--- src/rtl/axi_arbiter_if.sv ---
// Signal bundle between the fetch/load-store requesters, the arbiter and the AXI slave.
// The master modport is the arbiter's view; slave is the environment's view.
interface axi_arbiter_if;
  logic        inst_req;
  logic [31:0] inst_addr;
  logic [31:0] inst_rdata;
  logic        inst_done;

  logic        data_req;
  logic        data_wr;
  logic [31:0] data_addr;
  logic [31:0] data_wdata;
  logic [3:0]  data_wstrb;
  logic [31:0] data_rdata;
  logic        data_done;

  logic [31:0] araddr;
  logic        arvalid;
  logic        arready;
  logic [31:0] rdata;
  logic        rvalid;
  logic        rready;
  logic [31:0] awaddr;
  logic        awvalid;
  logic        awready;
  logic [31:0] wdata;
  logic [3:0]  wstrb;
  logic        wvalid;
  logic        wready;
  logic        bvalid;
  logic        bready;

  logic        stallreq_axi;

  modport master (
    input  inst_req, inst_addr,
    output inst_rdata, inst_done,
    input  data_req, data_wr, data_addr, data_wdata, data_wstrb,
    output data_rdata, data_done,
    output araddr, arvalid,
    input  arready, rdata, rvalid,
    output rready, awaddr, awvalid,
    input  awready,
    output wdata, wstrb, wvalid,
    input  wready, bvalid,
    output bready, stallreq_axi
  );

  modport slave (
    output inst_req, inst_addr,
    input  inst_rdata, inst_done,
    output data_req, data_wr, data_addr, data_wdata, data_wstrb,
    input  data_rdata, data_done,
    input  araddr, arvalid,
    output arready, rdata, rvalid,
    input  rready, awaddr, awvalid,
    output awready,
    input  wdata, wstrb, wvalid,
    output wready, bvalid,
    input  bready, stallreq_axi
  );
endinterface

--- src/rtl/axi_arbiter.sv ---
// Two-requester (fetch, load/store) arbiter onto a single AXI port, one transaction
// outstanding; load/store wins ties, completion is reported with a one-cycle done pulse.
module axi_arbiter (
  input  logic          clk,
  input  logic          rst,
  axi_arbiter_if.master bus
);

  localparam logic [2:0] IDLE    = 3'd0;
  localparam logic [2:0] RD_ADDR = 3'd1;
  localparam logic [2:0] RD_DATA = 3'd2;
  localparam logic [2:0] WR_ADDR = 3'd3;
  localparam logic [2:0] WR_RESP = 3'd4;

  logic [2:0] state;
  logic       id_data;
  logic       aw_pend;
  logic       w_pend;
  logic       inst_pending;
  logic       data_pending;

  // A requester still high during its own done cycle is finishing, not asking again.
  assign inst_pending     = bus.inst_req && !bus.inst_done;
  assign data_pending     = bus.data_req && !bus.data_done;
  assign bus.stallreq_axi = inst_pending || data_pending;

  assign bus.arvalid = (state == RD_ADDR);
  assign bus.rready  = (state == RD_DATA);
  assign bus.awvalid = (state == WR_ADDR) && aw_pend;
  assign bus.wvalid  = (state == WR_ADDR) && w_pend;
  assign bus.bready  = (state == WR_RESP);

  // NOTE: all state below uses non-blocking assignments so every register samples
  // pre-edge values; the read-data registers are plain flops and are reset too.
  always_ff @(posedge clk or posedge rst) begin
    if (rst) begin
      state          <= IDLE;
      id_data        <= 1'b0;
      aw_pend        <= 1'b0;
      w_pend         <= 1'b0;
      bus.inst_done  <= 1'b0;
      bus.data_done  <= 1'b0;
      bus.inst_rdata <= '0;
      bus.data_rdata <= '0;
      bus.araddr     <= '0;
      bus.awaddr     <= '0;
      bus.wdata      <= '0;
      bus.wstrb      <= '0;
    end else begin
      bus.inst_done <= 1'b0;
      bus.data_done <= 1'b0;
      case (state)
        IDLE: begin
          if (data_pending) begin
            id_data <= 1'b1;
            if (bus.data_wr) begin
              bus.awaddr <= bus.data_addr;
              bus.wdata  <= bus.data_wdata;
              bus.wstrb  <= bus.data_wstrb;
              aw_pend    <= 1'b1;
              w_pend     <= 1'b1;
              state      <= WR_ADDR;
            end else begin
              bus.araddr <= bus.data_addr;
              state      <= RD_ADDR;
            end
          end else if (inst_pending) begin
            id_data    <= 1'b0;
            bus.araddr <= bus.inst_addr;
            state      <= RD_ADDR;
          end
        end
        RD_ADDR: begin
          if (bus.arready) state <= RD_DATA;
        end
        RD_DATA: begin
          if (bus.rvalid) begin
            if (id_data) begin
              bus.data_rdata <= bus.rdata;
              bus.data_done  <= 1'b1;
            end else begin
              bus.inst_rdata <= bus.rdata;
              bus.inst_done  <= 1'b1;
            end
            state <= IDLE;
          end
        end
        WR_ADDR: begin
          // Address and data channels complete independently, in either order.
          if (aw_pend && bus.awready) aw_pend <= 1'b0;
          if (w_pend && bus.wready)   w_pend  <= 1'b0;
          if ((!aw_pend || bus.awready) && (!w_pend || bus.wready)) state <= WR_RESP;
        end
        WR_RESP: begin
          if (bus.bvalid) begin
            bus.data_done <= 1'b1;
            state         <= IDLE;
          end
        end
        default: state <= IDLE;
      endcase
    end
  end

endmodule

--- src/flat_wrapper.sv ---
// flat-port wrapper written by rule: the top's interface ports become plain ports
module axi_arbiter_flat 
  (clk, rst, bus_inst_req, bus_inst_addr, bus_inst_rdata, bus_inst_done, bus_data_req, bus_data_wr, bus_data_addr, bus_data_wdata, bus_data_wstrb, bus_data_rdata, bus_data_done, bus_araddr, bus_arvalid, bus_arready, bus_rdata, bus_rvalid, bus_rready, bus_awaddr, bus_awvalid, bus_awready, bus_wdata, bus_wstrb, bus_wvalid, bus_wready, bus_bvalid, bus_bready, bus_stallreq_axi);
  axi_arbiter_if bus_i ();
  input  logic clk;
  input  logic rst;
  input wire logic [$bits(bus_i.inst_req)-1:0] bus_inst_req;
  input wire logic [$bits(bus_i.inst_addr)-1:0] bus_inst_addr;
  output wire logic [$bits(bus_i.inst_rdata)-1:0] bus_inst_rdata;
  output wire logic [$bits(bus_i.inst_done)-1:0] bus_inst_done;
  input wire logic [$bits(bus_i.data_req)-1:0] bus_data_req;
  input wire logic [$bits(bus_i.data_wr)-1:0] bus_data_wr;
  input wire logic [$bits(bus_i.data_addr)-1:0] bus_data_addr;
  input wire logic [$bits(bus_i.data_wdata)-1:0] bus_data_wdata;
  input wire logic [$bits(bus_i.data_wstrb)-1:0] bus_data_wstrb;
  output wire logic [$bits(bus_i.data_rdata)-1:0] bus_data_rdata;
  output wire logic [$bits(bus_i.data_done)-1:0] bus_data_done;
  output wire logic [$bits(bus_i.araddr)-1:0] bus_araddr;
  output wire logic [$bits(bus_i.arvalid)-1:0] bus_arvalid;
  input wire logic [$bits(bus_i.arready)-1:0] bus_arready;
  input wire logic [$bits(bus_i.rdata)-1:0] bus_rdata;
  input wire logic [$bits(bus_i.rvalid)-1:0] bus_rvalid;
  output wire logic [$bits(bus_i.rready)-1:0] bus_rready;
  output wire logic [$bits(bus_i.awaddr)-1:0] bus_awaddr;
  output wire logic [$bits(bus_i.awvalid)-1:0] bus_awvalid;
  input wire logic [$bits(bus_i.awready)-1:0] bus_awready;
  output wire logic [$bits(bus_i.wdata)-1:0] bus_wdata;
  output wire logic [$bits(bus_i.wstrb)-1:0] bus_wstrb;
  output wire logic [$bits(bus_i.wvalid)-1:0] bus_wvalid;
  input wire logic [$bits(bus_i.wready)-1:0] bus_wready;
  input wire logic [$bits(bus_i.bvalid)-1:0] bus_bvalid;
  output wire logic [$bits(bus_i.bready)-1:0] bus_bready;
  output wire logic [$bits(bus_i.stallreq_axi)-1:0] bus_stallreq_axi;
  assign bus_i.inst_req = bus_inst_req;
  assign bus_i.inst_addr = bus_inst_addr;
  assign bus_inst_rdata = bus_i.inst_rdata;
  assign bus_inst_done = bus_i.inst_done;
  assign bus_i.data_req = bus_data_req;
  assign bus_i.data_wr = bus_data_wr;
  assign bus_i.data_addr = bus_data_addr;
  assign bus_i.data_wdata = bus_data_wdata;
  assign bus_i.data_wstrb = bus_data_wstrb;
  assign bus_data_rdata = bus_i.data_rdata;
  assign bus_data_done = bus_i.data_done;
  assign bus_araddr = bus_i.araddr;
  assign bus_arvalid = bus_i.arvalid;
  assign bus_i.arready = bus_arready;
  assign bus_i.rdata = bus_rdata;
  assign bus_i.rvalid = bus_rvalid;
  assign bus_rready = bus_i.rready;
  assign bus_awaddr = bus_i.awaddr;
  assign bus_awvalid = bus_i.awvalid;
  assign bus_i.awready = bus_awready;
  assign bus_wdata = bus_i.wdata;
  assign bus_wstrb = bus_i.wstrb;
  assign bus_wvalid = bus_i.wvalid;
  assign bus_i.wready = bus_wready;
  assign bus_i.bvalid = bus_bvalid;
  assign bus_bready = bus_i.bready;
  assign bus_stallreq_axi = bus_i.stallreq_axi;
  axi_arbiter u_core (.clk(clk), .rst(rst), .bus(bus_i));
endmodule
--- config.mk ---
export PLATFORM = sky130hd
export DESIGN_NAME = axi_arbiter_flat
export DESIGN_NICKNAME = d
export VERILOG_FILES = /design/src/rtl/axi_arbiter_if.sv /design/src/rtl/axi_arbiter.sv /design/src/flat_wrapper.sv
export SDC_FILE = /design/constraint.sdc
export NUM_CORES = 1
export LEC_CHECK = 0
export CORE_UTILIZATION = 45
export DETAILED_ROUTE_END_ITERATION = 7
export PLACE_DENSITY = 0.86
export SETUP_SLACK_MARGIN = 0.2
export SLEW_MARGIN = 25
export SYNTH_ARGS = -nofsm -noshare
export SYNTH_HDL_FRONTEND = slang
export SYNTH_SLANG_ARGS = --single-unit
--- constraint.sdc ---
create_clock -name clk -period 14.3 [get_ports clk]
set_clock_uncertainty 0.1 [all_clocks]
set_input_delay 1.43 -clock clk [delete_from_list [all_inputs] [get_ports clk]]
set_output_delay 1.43 -clock clk [all_outputs]
set_load 0.02 [all_outputs]
==> flow_summary_export.csv <==
group,metric,value,unit
cts,cts_buffer_depth,2,
global_routing,grt-ovfl-total,0,
cells_and_area,fin_nets,919,
setup_path,cp.arrival,3240,ps
yosys,synthSimpleGateAreaFrac,4.342,%
yosys,avgSynthCellArea,14.53,um2
routing,wl_per_cell,18.89,um
yosys,ys_seq_area_share,63.29,%
timing,finalMaxSlewViolations,0,
timing,setup_tns,0,ps
placement,gp_congestion,0.7944,
floorplan,rows,44,
yosys,synth_top_family_by_area,"multiplexers",
power_and_ir_drop,power_density,237.4,nW/um2
yosys,synthMuxAreaShare,26.73,%
cts,cts_hold_buf,0,
cells_and_area,register_area,4304,um2
placement,dp_cells,942,
cts,numCtsBuffers,17,
floorplan,die_y,124.9,um
routing,finalWirelength,18400,um
yosys,ys_ff_latch,172,
cts,cts_tree,"yes",
yosys,netlist_instances,468,
timing,fmax,0.2096,GHz
cts,cts_setup_buffers,0,
yosys,synth_fa_ha_area_share,0,%
yosys,synth_compound_gate_area_share,3.220,%
setup_path,critPathLaunchType,"primary input",
routing,drc_errors,46,
setup_path,path_cells,"clkdlybuf4s50_1, nand2b_4, o21ai_2, clkdlybuf4s50_1",
min_path,min_path_type,"reg2reg",
cells_and_area,num_antenna_cells,0,
routing,avgViaCountPerCell,5.083,
global_routing,grt_util_all_layers,24.37,%
routing,antenna_left,0,
floorplan,io_pins,314,
global_routing,antenna_found_initial,0,
timing,tightest_slew,992.3,ps
routing,first_iter_violations,230,
timing,fin_crit_sh,33.36,%
setup_path,crit_path_top_delay_cell,"clkdlybuf4s50_1",
setup_path,critPathRequiredTime,12770,ps
floorplan,die_area,15610,um2
run,maxCapViolations,0,
placement,hpwl,13500,um
cts,ctsResizeCount,0,
yosys,yosysUniqueCellTypes,31,
setup_path,cp_common_cell,"clkdlybuf4s50_1",
floorplan,coreArea,14640,um2
cts,cts-root-buf,"clkbuf_16",
cells_and_area,fillers,941,
routing,route.vias.total,4951,
floorplan,start_util,46.44,%
cts,clk_latency,410,ps
global_routing,grt_start_max_net_pins,97,
setup_path,cp.buffers_inverters,2,
power_and_ir_drop,finalPower,2527,uW
setup_path,critPathCaptureType,"output pin",
yosys,yosysWarnings,0,
timing,hold_slack,381.4,ps
cts,clkTransAtPathRegs,60,ps
routing,drt-pass1-iter-count,7,
power_and_ir_drop,leakagePower,0.004603,uW
setup_path,path_max_fanout,33,
timing,rsz0062_at_grt,"no",
timing,maxSlewHeadroom,33.69,%
setup_path,crit_family,"buffers and inverters",
cells_and_area,instances_no_fill,974,
placement,portBuffers,313,
floorplan,die_w,124.9,um
timing,layout_min_cycle_time,4770,ps
yosys,yosys.area_share.xor_xnor,0,%
status,status,"finished with violations",
yosys,syn_nets,610,
global_routing,grt_first_pass_wirelength,29220,um
status,violations,"design-rule violations",
cells_and_area,syn2layout_area_growth,56.58,%
timing,hold_violations,0,
cells_and_area,multiInputGateArea,2354,um2
power_and_ir_drop,irDropWorstVdd,0.0001445,V
timing,setup_viol,0,
yosys,synth.cell_area,6800,um2
global_routing,grt_pass1_vias,5403,
setup_path,crit_type,"in2out",
cells_and_area,drive_gt1_share,5.949,%
cts,clock-sinks,172,
setup_path,cpPeakStageDelay,650,ps
cts,htreeDepth,4,
-- through the flow --
step	area (um2)	utilization, %	worst slack [ps]
finish	10650	72.71	9530
global route	10650	72.71	9461
CTS	10630	72.60	9259
detailed placement	10050	68.63	9259
global placement	10050	68.63	9292
floorplan	6800	-	8110
-- worst paths after layout --
| kind | start | endpoint | cells after the start | slack, ps |
|---|---|---|---|---|
| min | u_core.bus.wdata[3]$_DFFE_PP0P_ | u_core.bus.wdata[3]$_DFFE_PP0P_ | 1 | 380 |
| max | bus_data_req | bus_stallreq_axi | 4 | 9530 |
| max reg2reg | u_core.state[2]$_DFFE_PP0P_ | u_core.bus.wdata[17]$_DFFE_PP0P_ | 4 | 11500 |
| min in group asynchronous | rst | u_core.bus.inst_rdata[26]$_DFFE_PP0P_ | 2 | 1450 |
| min reg2reg | u_core.bus.wdata[3]$_DFFE_PP0P_ | u_core.bus.wdata[3]$_DFFE_PP0P_ | 1 | 380 |
| max in group asynchronous | rst | u_core.bus.inst_rdata[18]$_DFFE_PP0P_ | 3 | 11400 |
-- cell families (layout without fill, tap and decap cells) --
family | Yosys count | in the layout
AOI/OAI and AO/OA | 40 | 40
buffers and inverters | 31 | 353
DFF | 172 | 172
muxes | 165 | 165
and+or+nand+nor | 60 | 60
-- power breakdown --
group	switching, uW	leakage (uW)	internal (uW)
Clock	183	0.000268	266
Sequential	137	0.00208	730
Combinational	609	0.00225	603
Total	929	0.00460	1600
-- cell type report --
class / count / area share [%]
inverter: 6 / 0.2585
clock buffer: 22 / 4.360
sequential: 172 / 40.42
clock inverter: 10 / 1.093
timing repair buffer: 315 / 29.60
tap: 184 / 2.162
multi-input combinational: 265 / 22.10
-- cell usage in the layout, fill, tap and decap left out, types with 2 or more instances in the layout --
cell type and n:
clkdlybuf4s50_1 313, dfrtp_1 172, mux2_1 127, nand2_1 40, mux2i_1 32, o21ai_1 28, clkbuf_16 17, mux2_2 6
inv_1 5, clkinvlp_4 5, nor2_1 4, o21ai_0 4, clkbuf_1 3, nor2b_1 2, o22ai_1 2, a22o_1 2
a21o_1 2, bufinv_16 2, clkbuf_8 2, clkinv_2 2
-- worst reg2reg max path, cell delays in order, from the launching register on --
cell,delay (ps)
dfrtp_1,470
nor3_2,440
and3_2,560
buf_4,650
mux2_1,460
-- metal layers --
layer / share of wire, % / track usage [%]
met1: 37 / 26.54
met2: 51 / 42.99
met3: 10 / 9.671
met4: 2.0 / 8.824
met5: 0 / 0
-- cell usage after synthesis --
cell type / number / share of area [%]
mux2i_1: 32 / 4.7
nor4_2: 1 / 0.18
buf_4: 10 / 1.1
o21ai_1: 28 / 2.1
nand2b_1: 2 / 0.18
a21o_1: 2 / 0.22
a22o_1: 2 / 0.26
nand3_2: 1 / 0.15
o21ai_0: 4 / 0.29
nand2_1: 40 / 2.2
nor3b_2: 1 / 0.18
and3b_1: 1 / 0.13
nand3_1: 1 / 0.074
nor3_1: 1 / 0.074
a21oi_1: 1 / 0.074
nor2b_1: 2 / 0.18
and3_1: 1 / 0.092
nor2_4: 1 / 0.17
nor3_2: 1 / 0.15
clkbuf_1: 7 / 0.39
o22ai_1: 2 / 0.18
mux2_2: 6 / 0.99
buf_2: 8 / 0.59
nand3b_1: 1 / 0.11
o21ai_2: 1 / 0.13
mux2_1: 127 / 21
nor3b_1: 1 / 0.11
dfrtp_1: 172 / 63
nor4b_1: 1 / 0.13
nor2_1: 4 / 0.22
inv_1: 6 / 0.33
-- flip-flops by register name, summed over array words and instances (netlist names) --
| name | count |
|---|---|
| u_core.id_data | 1 |
| u_core.bus.data_rdata | 32 |
| u_core.bus.inst_rdata | 32 |
| u_core.w_pend | 1 |
| u_core.bus.data_done | 1 |
| u_core.bus.inst_done | 1 |
| u_core.state | 3 |
| u_core.bus.araddr | 32 |
| u_core.bus.wdata | 32 |
| u_core.aw_pend | 1 |
| u_core.bus.awaddr | 32 |
| u_core.bus.wstrb | 4 |
(Power assumes the default switching activity.)
